==> config.mk <==
export PLATFORM = sky130hd
export DESIGN_NAME = bus_protocol_master
export DESIGN_NICKNAME = d
export VERILOG_FILES = /design/src/rtl/bus_protocol_master.sv
export SDC_FILE = /design/constraint.sdc
export NUM_CORES = 1
export LEC_CHECK = 0
export BUFFER_PORTS_ARGS = -buffer_cell sky130_fd_sc_hd__buf_2
export CAP_MARGIN = 20
export CORE_ASPECT_RATIO = 0.5
export CORE_MARGIN = 2
export CORE_UTILIZATION = 45
export CTS_BUF_LIST = sky130_fd_sc_hd__clkbuf_4 sky130_fd_sc_hd__clkbuf_8
export DETAILED_ROUTE_END_ITERATION = 8
export SLEW_MARGIN = 10
export SYNTH_ARGS = -nofsm -noshare
export SYNTH_HDL_FRONTEND = slang
export SYNTH_SLANG_ARGS = --single-unit
==> constraint.sdc <==
create_clock -name clk -period 3.88 [get_ports clk]
set_clock_uncertainty 0.15 [all_clocks]
set_input_delay 0.97 -clock clk [delete_from_list [all_inputs] [get_ports clk]]
set_output_delay 0.97 -clock clk [all_outputs]
set_load 0.005 [all_outputs]
==> src/rtl/bus_protocol_master.sv <==
`default_nettype none
// ============================================================================
// Module      : bus_protocol_master
// Description : Transmitter for the dValid/dAck transfer protocol. Words
//               pushed from a local producer are buffered in a small FIFO
//               and issued one at a time on data/dValid. Each transfer holds
//               dValid for MIN_VALID..MAX_VALID cycles and ends on an
//               accepted dAck (done) or on timeout (err_timeout, word
//               dropped). A one-cycle GAP with dValid low separates
//               transfers.
// Ports       : clk, reset_n (async, active-low)
//               in_valid/in_ready/in_data : upstream push interface
//               dValid/data (registered), dAck : protocol bus
//               busy, fifo_count            : status
//               done, err_early, err_timeout: one-cycle event pulses
// Options     : BUS_PROTOCOL_SVA_EN compiles in embedded protocol assertions.
// Revision    : 1.0 - initial release
// ============================================================================
module bus_protocol_master #(
    parameter int DATA_W    = 8,
    parameter int DEPTH     = 4,
    parameter int MIN_VALID = 2,
    parameter int MAX_VALID = 4
) (
    input  logic                   clk,
    input  logic                   reset_n,
    input  logic                   in_valid,
    output logic                   in_ready,
    input  logic [DATA_W-1:0]      in_data,
    output logic                   dValid,
    output logic [DATA_W-1:0]      data,
    input  logic                   dAck,
    output logic                   busy,
    output logic [$clog2(DEPTH):0] fifo_count,
    output logic                   done,
    output logic                   err_early,
    output logic                   err_timeout
);

    localparam int c_ptr_w  = $clog2(DEPTH);
    localparam int c_cnt_w  = c_ptr_w + 1;
    localparam int c_vcnt_w = $clog2(MAX_VALID + 1);

    localparam logic [c_cnt_w-1:0]  c_depth = c_cnt_w'(DEPTH);
    localparam logic [c_vcnt_w-1:0] c_min   = c_vcnt_w'(MIN_VALID);
    localparam logic [c_vcnt_w-1:0] c_max   = c_vcnt_w'(MAX_VALID);

    typedef enum logic [1:0] {
        ST_IDLE  = 2'd0,
        ST_VALID = 2'd1,
        ST_GAP   = 2'd2
    } state_t;

    state_t               r_state, w_state_nxt;
    logic [DATA_W-1:0]    r_mem [DEPTH];
    logic [c_ptr_w-1:0]   r_wr_ptr, r_rd_ptr;
    logic [c_cnt_w-1:0]   r_count;
    // Number of cycles dValid has been high, including the current one.
    logic [c_vcnt_w-1:0]  r_vcnt, w_vcnt_nxt;
    logic                 r_dvalid, w_dvalid_nxt;
    logic [DATA_W-1:0]    r_data;
    logic                 r_done, w_done_nxt;
    logic                 r_early, w_early_nxt;
    logic                 r_tmo, w_tmo_nxt;
    logic                 w_full, w_empty, w_push, w_pop;

    assign w_full     = (r_count == c_depth);
    assign w_empty    = (r_count == '0);
    // in_ready depends only on occupancy, so a simultaneous pop never
    // opens a slot in the same cycle.
    assign w_push     = in_valid && !w_full;

    assign in_ready    = !w_full;
    assign fifo_count  = r_count;
    assign busy        = (r_state != ST_IDLE) || !w_empty;
    assign dValid      = r_dvalid;
    assign data        = r_data;
    assign done        = r_done;
    assign err_early   = r_early;
    assign err_timeout = r_tmo;

    // ------------------------------------------------------------------
    // Next-state and registered-output decode
    // ------------------------------------------------------------------
    always_comb begin
        w_state_nxt  = r_state;
        w_vcnt_nxt   = r_vcnt;
        w_dvalid_nxt = r_dvalid;
        w_pop        = 1'b0;
        w_done_nxt   = 1'b0;
        w_early_nxt  = 1'b0;
        w_tmo_nxt    = 1'b0;
        case (r_state)
            ST_IDLE: begin
                if (!w_empty) begin
                    w_pop        = 1'b1;
                    w_dvalid_nxt = 1'b1;
                    w_vcnt_nxt   = c_vcnt_w'(1);
                    w_state_nxt  = ST_VALID;
                end
            end
            ST_VALID: begin
                // An ack is honoured once the word has been up for at least
                // MIN_VALID cycles; it takes priority over the timeout so an
                // ack in the final allowed cycle still completes the transfer.
                if (dAck && (r_vcnt >= c_min)) begin
                    w_dvalid_nxt = 1'b0;
                    w_done_nxt   = 1'b1;
                    w_state_nxt  = ST_GAP;
                end else if (r_vcnt == c_max) begin
                    w_dvalid_nxt = 1'b0;
                    w_tmo_nxt    = 1'b1;
                    w_state_nxt  = ST_GAP;
                end else begin
                    w_early_nxt = dAck;
                    w_vcnt_nxt  = r_vcnt + c_vcnt_w'(1);
                end
            end
            ST_GAP: begin
                w_state_nxt = ST_IDLE;
            end
            default: begin
                w_state_nxt = ST_IDLE;
            end
        endcase
    end

    // ------------------------------------------------------------------
    // State, FIFO control and bus registers
    // ------------------------------------------------------------------
    always_ff @(posedge clk or negedge reset_n) begin
        if (!reset_n) begin
            r_state  <= ST_IDLE;
            r_vcnt   <= '0;
            r_dvalid <= 1'b0;
            r_data   <= '0;
            r_done   <= 1'b0;
            r_early  <= 1'b0;
            r_tmo    <= 1'b0;
            r_wr_ptr <= '0;
            r_rd_ptr <= '0;
            r_count  <= '0;
        end else begin
            r_state  <= w_state_nxt;
            r_vcnt   <= w_vcnt_nxt;
            r_dvalid <= w_dvalid_nxt;
            r_done   <= w_done_nxt;
            r_early  <= w_early_nxt;
            r_tmo    <= w_tmo_nxt;
            if (w_pop) begin
                r_data   <= r_mem[r_rd_ptr];
                r_rd_ptr <= r_rd_ptr + c_ptr_w'(1);
            end
            if (w_push) begin
                r_wr_ptr <= r_wr_ptr + c_ptr_w'(1);
            end
            case ({w_push, w_pop})
                2'b10:   r_count <= r_count + c_cnt_w'(1);
                2'b01:   r_count <= r_count - c_cnt_w'(1);
                default: r_count <= r_count;
            endcase
        end
    end

    // Storage array carries no reset; occupancy alone defines validity.
    always_ff @(posedge clk) begin
        if (w_push) begin
            r_mem[r_wr_ptr] <= in_data;
        end
    end

`ifdef BUS_PROTOCOL_SVA_EN
    a_len_max: assert property (@(posedge clk) disable iff (!reset_n)
        r_dvalid |-> (r_vcnt >= c_vcnt_w'(1)) && (r_vcnt <= c_max))
        else $display($stime, " bus_protocol_master: dValid exceeded MAX_VALID");

    a_len_min: assert property (@(posedge clk) disable iff (!reset_n)
        $fell(r_dvalid) |-> ($past(r_vcnt) >= c_min))
        else $display($stime, " bus_protocol_master: dValid shorter than MIN_VALID");

    a_data_known: assert property (@(posedge clk) disable iff (!reset_n)
        r_dvalid |-> !$isunknown(r_data))
        else $display($stime, " bus_protocol_master: data unknown while dValid");

    a_data_stable: assert property (@(posedge clk) disable iff (!reset_n)
        (r_dvalid && $past(r_dvalid)) |-> $stable(r_data))
        else $display($stime, " bus_protocol_master: data changed while dValid");

    a_ack_fall: assert property (@(posedge clk) disable iff (!reset_n)
        (r_state == ST_VALID && dAck && r_vcnt >= c_min) |=> !r_dvalid)
        else $display($stime, " bus_protocol_master: dValid did not fall after ack");

    a_no_push_full: assert property (@(posedge clk) disable iff (!reset_n)
        w_full |-> !w_push)
        else $display($stime, " bus_protocol_master: push while full");

    a_no_pop_empty: assert property (@(posedge clk) disable iff (!reset_n)
        w_empty |-> !w_pop)
        else $display($stime, " bus_protocol_master: pop while empty");
`endif

endmodule
`default_nettype wire

After elaboration in Yosys (flattened, before gate mapping). Memories as Yosys holds them, arrays and structs flattened. A register that Yosys moved wholly into a read port is not among the register bits. Index checks and enable logic that the tools add are counted. Widths: inputs -> output; s select.

Bits in registers: 16. Memory bits (writable): 32. Input port bits: 12. Logic and storage cells: 64. Memories: 1.

Memories: r_mem (words 4, bits a word 8, read ports 1, clocked after Yosys merged registers in 1, wr ports 1, RTL line 55) `logic [DATA_W-1:0] r_mem [DEPTH];`.

Add/sub/neg operators: 5. Magnitude comparators: 1. Eq/ne operators: 9. Muxes and demuxes: 25. Reductions and logical operators: 14.

Operators by type and width (count): $mux 1 (15); $pmux 3 s2 (2); $mux 3 (3); $add 3x1->3 const B (2); $eq 3x3->1 const B (2); $mux 2 (3); $ne 2x2->1 const B (3); $reduce_bool 2->1 (3); $add 2x1->2 const B (2); $eq 2x1->1 const B (2); $pmux 2 s2 (1); $reduce_and 4->1 (1); $ge 3x2->1 const B (1); $logic_not 1->1 (3); $logic_not 3->1 (1); $ne 3x3->1 const B (1); $reduce_and 3->1 (1); $sub 3x1->3 const B (1); $eq 2x2->1 const B (1); $logic_and 1x1->1 (2); $logic_not 2->1 (1); $pmux 1 s2 (1); $reduce_and 2->1 (1); $logic_or 1x1->1 (1).

Depth between registers and ports, before layout. Gate-level depths: netlist of the first run.

Depth in word-level cells: 5. Mapped depth: 10.

Worst setup path before layout of the first run. OpenSTA, ideal clock, no wires.

Path type: input port to flip-flop. Start point: in in_valid. End point: reg r_count[2], in the netlist fifo_count[2]. Setup time: 79 ps. Arrival: 2106 ps. Required time: 3651 ps. Path slack: 1544 ps. Stages on the path: 8. Path buffers: 0. Path through: and2_4 inv_1 ha_1 inv_1 fa_1 xor2_1 nor2_1 xor2_1.

Word-level cells in the longest chain between the ends: 3. Elaborated cells on any way between the ends: 5. Those cells by class: eq/ne (2); mux (1); reduce/logical (2).

Ends and longest elaborated chain: from (decl) (RTL line 27) `input logic in_valid,`; $logic_and 1x1->1 (*) (RTL line 71) `assign w_push = in_valid && !w_full;`; $eq 2x1->1 or $eq 2x2->1 (tied branches) (RTL line 157) `case ({w_push, w_pop})`; $pmux 3 s2 or $reduce_bool 2->1 (tied branches); to (signal assigned) (RTL line 158) `2'b10: r_count <= r_count + c_cnt_w'(1);`; to (signal assigned) (RTL line 159) `2'b01: r_count <= r_count - c_cnt_w'(1);`; to (signal assigned) (RTL line 160) `default: r_count <= r_count;`; to (decl) (RTL line 57) `logic [c_cnt_w-1:0] r_count;`.

Every way passes the cells marked *; elsewhere a longest branch is shown, timed or not. A chain may end at the register's enable or synchronous reset.

Worst setup path after layout of the first run.
Start point: reg r_state[0]. End point: out busy.

Word-level cells in the longest chain between the ends: 2.

Ends and longest elaborated chain: from (decl) (RTL line 54) `state_t r_state, w_state_nxt;`; from (signal assigned) (RTL line 144) `r_state <= w_state_nxt;`; $reduce_bool 2->1 (RTL line 75) `assign busy = (r_state != ST_IDLE) || !w_empty;`; $logic_or 1x1->1 (RTL line 75); to (decl) (RTL line 33) `output logic busy,`.

No other way between the ends.

==> results.yml, run 1 <==
outcome:
  status: "complete, no violations"
power:
  power_frac_seq_pct: 47.5
  switchingPower_uw: 706.9
  powerDensity_nw_per_um2: 789.2
  p_int_uw: 1369
  switching_share_pct: 34.06
  clockPowerShare_pct: 16.2
  ir_worst_vdd_v: 0.0002594
  power_leakage_uw: 0.001063
  power_frac_comb_pct: 36.4
grt:
  grt.busiest_layer: "met2"
  grt_util_all_layers_pct: 15.23
  grt_max_degree: 25
  grt_pass1_wl_mm: 6.251
  grtUsageMet2_pct: 24.52
  overflow: 0
  use_met1_pct: 20.38
  grt_util_met3_pct: 4.405
  grt_pass1_vias: 1225
  antenna_found_initial: 0
critical_path:
  critPathArrivalTime_ns: 1.44
  start_kind: "flip-flop"
  reg2regPathDepth: 9
  crit_path_max_fanout: 6
  rrSetupSlack_ns: 1.45
  cp.required_ns: 2.76
  r2r_end: "fifo_count[2]$_DFFE_PN0P_"
  critPathKind: "flip-flop to output port"
  worstReg2RegStart: "r_state[0]$_DFFE_PN0P_"
  cp-end-kind: "output port"
timing:
  worst_pin_slew_ns: 0.6346
  hold_viol_final: 0
  grt_setup_unrepaired: "false"
  whs_ns: 0.3599
  fmax_mhz: 390.0
  final-setup-viol-count: 0
  period_minus_slack_ns: 2.564
  fin_crit_sh_pct: 66.09
  finalMaxSlewViolations: 0
  fin_ws_ns: 1.316
  relSlewSlack_pct: 57.69
  tns_ns: 0
clocking:
  cts_buffers: 5
  clkSlewWorstSetupHoldPaths_ns: 0.10
  clk_path_buf_depth: 2
  cts-resized-gates: 0
  cts_tree: "done"
  hold_buffers: 0
  post_cts_buffers: 0
  clock-sinks: 56
  clock_latency_ns: 0.31
  cts_max_level: 2
  cts_root_buffer: "clkbuf_8"
finish:
  final_cell_mix: "edfxtp_1, buf_2, dfrtp_1"
  area_growth_pct: 13.25
  final.fill_count: 410
  seq_area_um2: 1562
  drive_above_1_share_pct: 36.05
  final_common_cell: "edfxtp_1"
  num_antenna_cells: 0
  multiInputGateArea_um2: 706.9
  final_nets: 192
min_path:
  hold_path.class: "flip-flop to flip-flop"
  min_path_cells: 1
  worstHoldStart: "data[3]$_DFFE_PN0P_"
  min_delay_worst_endpoint: "data[3]$_DFFE_PN0P_"
job:
  drv_cap: 0
place:
  portBuffers: 28
  gp_congestion: 0.7662
  dp_worst_setup_slack_ns: 1.331
  dp.final_hpwl_mm: 2.483
route:
  dr.pass1.iters: 4
  drc_errors: 0
  wl_mm: 3.754
  vias_per_cell: 5.012
  postRouteAntennaNets: 0
  drt_iter0_markers: 29
  drt-wirelength-per-cell_um: 15.51
  vias: 1213
yosys:
  synth_area_um2: 2322
  avgSynthCellArea_um2: 16.71
  ys_seq_area_share_pct: 67.24
  ys_types: 35
  synth_nets: 160
  ys_ff_latch: 56
  ys_warn_count: 0
  synthCells: 139
floorplanning:
  io_pins: 29
  rows: 18
  core_area_um2: 4955
  fp.dieW_um: 105.6
  die_y_um: 54.80
  initial_core_util_pct: 46.87
  die_area_um2: 5786
metrics by stage:
stage	instances	utilization [%]	total power [uW]	cell area (um2)
global route	242	53.08	2248	2630
global placement	234	51.14	1752	2534
floorplan	139	-	1543	2322
finish	242	53.08	2076	2630
detailed placement	234	51.14	1771	2534
CTS	242	53.08	2101	2630
routing by layer:
layer	vias up	part of all wire, %
met5	-	0
met2	23	45
met4	0	1.2
li1	582	-
met1	603	50
met3	5	4.3
cell usage after synthesis:
| cell type | n | area (um2) |
|---|---|---|
| a22oi_1 | 1 | 7.510 |
| dfrtp_1 | 24 | 600.6 |
| nor2b_1 | 1 | 6.260 |
| nor2_1 | 5 | 18.77 |
| xnor2_1 | 4 | 35.03 |
| o31ai_1 | 2 | 15.01 |
| nand2_4 | 1 | 11.26 |
| a41oi_1 | 1 | 8.760 |
| mux2_4 | 1 | 15.01 |
| mux2_2 | 8 | 90.09 |
| a221oi_2 | 1 | 15.01 |
| a31oi_1 | 1 | 6.260 |
| and2_4 | 1 | 8.760 |
| nand2_1 | 3 | 11.26 |
| nor3_1 | 3 | 15.01 |
| a31o_2 | 1 | 8.760 |
| edfxtp_1 | 32 | 960.9 |
| buf_4 | 1 | 7.510 |
| ha_1 | 8 | 100.1 |
| mux4_2 | 8 | 180.2 |
| fa_1 | 1 | 20.02 |
| and3_1 | 2 | 12.51 |
| and3_2 | 4 | 30.03 |
| a221o_1 | 1 | 10.01 |
| inv_1 | 10 | 37.54 |
| o21ai_0 | 2 | 10.01 |
| a21oi_1 | 2 | 10.01 |
| buf_2 | 1 | 5.000 |
| nand3b_1 | 2 | 15.01 |
| nand3_1 | 1 | 5.000 |
| or3b_4 | 1 | 11.26 |
| xor2_1 | 2 | 17.52 |
| nand2b_1 | 1 | 6.260 |
| buf_1 | 1 | 3.750 |
| or3_1 | 1 | 6.260 |
critical path: stages, from the launching register on:
cell	delay (ns)
dfrtp_1	0.44
nor2_1	0.45
nand2_1	0.11
buf_2	0.14
flip-flops by register name, summed over array words and instances (netlist names), 2 cells and up:
register and flops:
r_mem 32, data 8, fifo_count 3, r_vcnt 3, r_rd_ptr 2, r_state 2
r_wr_ptr 2
power by group through the flow:
stage	combinational (uW)	clock [uW]	sequential, uW
global route	858	370	1020
finish	755	335	985
floorplan	607	0	936
global placement	756	0	996
detailed placement	770	0	1000
CTS	768	344	989
cell type report:
cell class,instances,share of cell area [%]
sequential,56,59.37
multi-input combinational,70,26.88
timing repair buffer,28,5.328
tap,70,3.330
clock buffer,5,2.617
inverter,10,1.427
clock inverter,3,1.047
how the worst max path moves through the flow:
stage                                 startpoint                         to  slack [ns]  cells past startpoint
after floorplan                         in_valid  fifo_count[2]$_DFFE_PN0P_        1.54                      8
after global placement                  in_valid  fifo_count[2]$_DFFE_PN0P_        1.39                      9
after detailed placement                in_valid  fifo_count[2]$_DFFE_PN0P_        1.33                      9
after CTS                 r_state[0]$_DFFE_PN0P_                       busy        1.29                      3
after global routing      r_state[0]$_DFFE_PN0P_                       busy        1.16                      3
final                     r_state[0]$_DFFE_PN0P_                       busy        1.32                      3
kinds of logic (layout without fill, tap and decap cells):
group / count (synthesis) / in the layout / synth area share (%)
muxes: 17 / 17 / 12.28
DFF: 56 / 56 / 67.24
xor gates and xnor gates: 6 / 6 / 2.263
buffers and inverters: 13 / 46 / 2.317
adders and majority gates: 9 / 9 / 5.173
AOI/OAI and AO/OA: 12 / 12 / 3.933
and+or+nand+nor: 26 / 26 / 6.789
Power figures use the tool's default switching activity.
==> inputs of run 2 (changes only) <==
--- a/config.mk
+++ b/config.mk
@@ -5,6 +5,7 @@
 export SDC_FILE = /design/constraint.sdc
 export NUM_CORES = 1
 export LEC_CHECK = 0
+export ABC_AREA = 1
 export BUFFER_PORTS_ARGS = -buffer_cell sky130_fd_sc_hd__buf_2
 export CAP_MARGIN = 20
 export CORE_ASPECT_RATIO = 0.5
==> constraint.sdc (replaced) <==
create_clock -name clk -period 2.7 [get_ports clk]
set_clock_uncertainty 0.15 [all_clocks]
set_input_delay 0.675 -clock clk [delete_from_list [all_inputs] [get_ports clk]]
set_output_delay 0.675 -clock clk [all_outputs]
set_load 0.005 [all_outputs]
==> results.yml, run 2 <==
power:
  p_int_uw: 1806
  switching_share_pct: 39.33
  clockPowerShare_pct: 15.8
  switchingPower_uw: 1171
  power_frac_comb_pct: 38.2
  power_frac_seq_pct: 46.0
  powerDensity_nw_per_um2: 1096
  ir_worst_vdd_v: 0.0004202
  power_leakage_uw: 0.001268
  power_uw: 2977
timing:
  finalMaxSlewViolations: 0
  fmax_mhz: 449.2
  fin_crit_sh_pct: 82.46
  period_minus_slack_ns: 2.226
  worst_pin_slew_ns: 0.6107
  hold_viol_final: 0
  tns_ns: 0
  final-setup-viol-count: 0
  fin_ws_ns: 0.4736
  grt_setup_unrepaired: "false"
  relSlewSlack_pct: 59.29
critical_path:
  start_kind: "flip-flop"
  cp-end-kind: "flip-flop"
  crit_path_max_fanout: 15
  critPathKind: "flip-flop to flip-flop"
  cp.required_ns: 2.78
  critPathArrivalTime_ns: 2.31
yosys:
  synthArstFlopShare_pct: 42.86
  synthMuxAreaShare_pct: 0
  ys.flop_type: "edfxtp_1"
  synthTopCellsByCount: "nand2_1, edfxtp_1, nor2_1"
  synth.most_common_cell: "nand2_1"
  synth-edff-count: 32
  synth.area.top_cells: "edfxtp_1, dfrtp_1, nand2_1"
  synth-compound-area-share_pct: 4.974
  synth_area_um2: 2415
  ys_ff_latch: 56
  synth_xor_xnor_area_share_pct: 1.813
  synth-simple-area-share_pct: 16.89
  avgSynthCellArea_um2: 10.93
  synth_nets: 242
  synthCells: 221
  synth_top_family_by_area: "simple AND/OR/NAND/NOR gates"
  synth_top_cell_by_area: "edfxtp_1"
  synth_top_area_share_pct: 39.79
  synth_fa_ha_area_share_pct: 4.974
  ys_warn_count: 0
  ys_seq_area_share_pct: 64.66
  ys_types: 23
route:
  drt_iter0_markers: 44
  drc_errors: 0
  vias: 1516
  vias_per_cell: 4.650
  postRouteAntennaNets: 0
  dr.pass1.iters: 4
  drt-wirelength-per-cell_um: 12.72
  wl_mm: 4.148
job:
  drv_cap: 0
finish:
  drive_above_1_share_pct: 21.09
  final_area_um2: 2715
  final_cell_mix: "nand2_1, edfxtp_1, buf_2"
  final.fill_count: 464
  final_common_cell: "nand2_1"
  area_growth_pct: 12.44
  final_nets: 276
  top_register: "r_mem"
  largest_reg_flops: 32
  num_antenna_cells: 0
clocking:
  clk_path_buf_depth: 2
  cts-resized-gates: 0
  cts_tree: "done"
  cts_root_buffer: "clkbuf_8"
  clkSlewWorstSetupHoldPaths_ns: 0.10
  cts_max_level: 2
  clock_latency_ns: 0.31
  cts_buffers: 5
  hold_buffers: 0
  post_cts_buffers: 0
  clock-sinks: 56
place:
  dp_worst_setup_slack_ns: 0.5045
  place_area_um2: 2620
  gp_congestion: 0.7786
  dp.final_hpwl_mm: 2.851
  portBuffers: 28
grt:
  grt_util_all_layers_pct: 15.56
  grt_max_degree: 25
  antenna_found_initial: 0
  overflow: 0
  grt_pass1_vias: 1521
  grt_pass1_wl_mm: 7.189
floorplanning:
  initial_core_util_pct: 47.87
  die_y_um: 55.80
  fp.dieW_um: 107.6
  io_pins: 29
  core_area_um2: 5045
  die_area_um2: 6004
  rows: 18
min_path:
  hold_path.class: "input port to asynchronous set/reset pin"
outcome:
  status: "complete, no violations"
## run 2: layout make-up
class	count	area (um2)	share of cell area, %
multi-input combinational	132	691.9	25.48
clock inverter	3	26.28	0.9677
tap	70	87.58	3.226
timing repair buffer	33	177.7	6.544
sequential	56	1562	57.51
inverter	27	101.3	3.733
clock buffer	5	68.82	2.535
## run 2: stage by stage
stage               utilization, %  hold WS, ns  instances
finish                       53.82       0.1802        326
global route                 53.82       0.2199        326
CTS                          53.82       0.1998        326
detailed placement           51.93       0.3082        318
global placement             51.93       0.3222        318
floorplan                        -       0.2294        221
## run 2: logic make-up after synthesis
logic type,count (synthesis)
compound gates,19
xor+xnor,5
fa+ha+maj,9
buf+inv,33
flops,56
simple gates,99
## run 2: final timing paths
path | end | depth (start not counted) | from | slack (ns)
max reg2reg | fifo_count[2]$_DFFE_PN0P_ | 10 | r_state[0]$_DFFE_PN0P_ | 0.47
min in group clk | dValid$_DFFE_PN0P_ | 2 | dValid$_DFFE_PN0P_ | 0.33
min reg2reg | dValid$_DFFE_PN0P_ | 2 | dValid$_DFFE_PN0P_ | 0.33
min | err_early$_DFF_PN0_ | 1 | reset_n | 0.18
max in group asynchronous | data[3]$_DFFE_PN0P_ | 1 | reset_n | 1.86
max | fifo_count[2]$_DFFE_PN0P_ | 10 | r_state[0]$_DFFE_PN0P_ | 0.47
## run 2: critical path: stages (launching register included)
cell     delay, ns
dfrtp_1       0.39
nor2_1        0.18
nand2_2       0.24
inv_2         0.22
ha_1          0.17
inv_1         0.06
fa_1          0.38
nor2_1        0.11
nor2_1        0.04
nand2_1       0.07
xor2_1        0.14
## run 2: power by group through the flow
stage | clock [uW] | combinational, uW | sequential, uW
CTS | 492 | 1150 | 1370
floorplan | 0 | 911 | 1310
finish | 471 | 1140 | 1370
global route | 521 | 1330 | 1410
global placement | 0 | 1130 | 1380
detailed placement | 0 | 1150 | 1390
## run 2: per-layer routing
layer	part of all wire [%]	routed length (um)	global-route usage [%]	up-vias
met1	49	2028	21.97	709
met4	0.34	14	3.846	0
met3	5.8	241	4.801	2
met5	0	0	0	-
li1	-	-	-	775
met2	45	1864	23.63	30
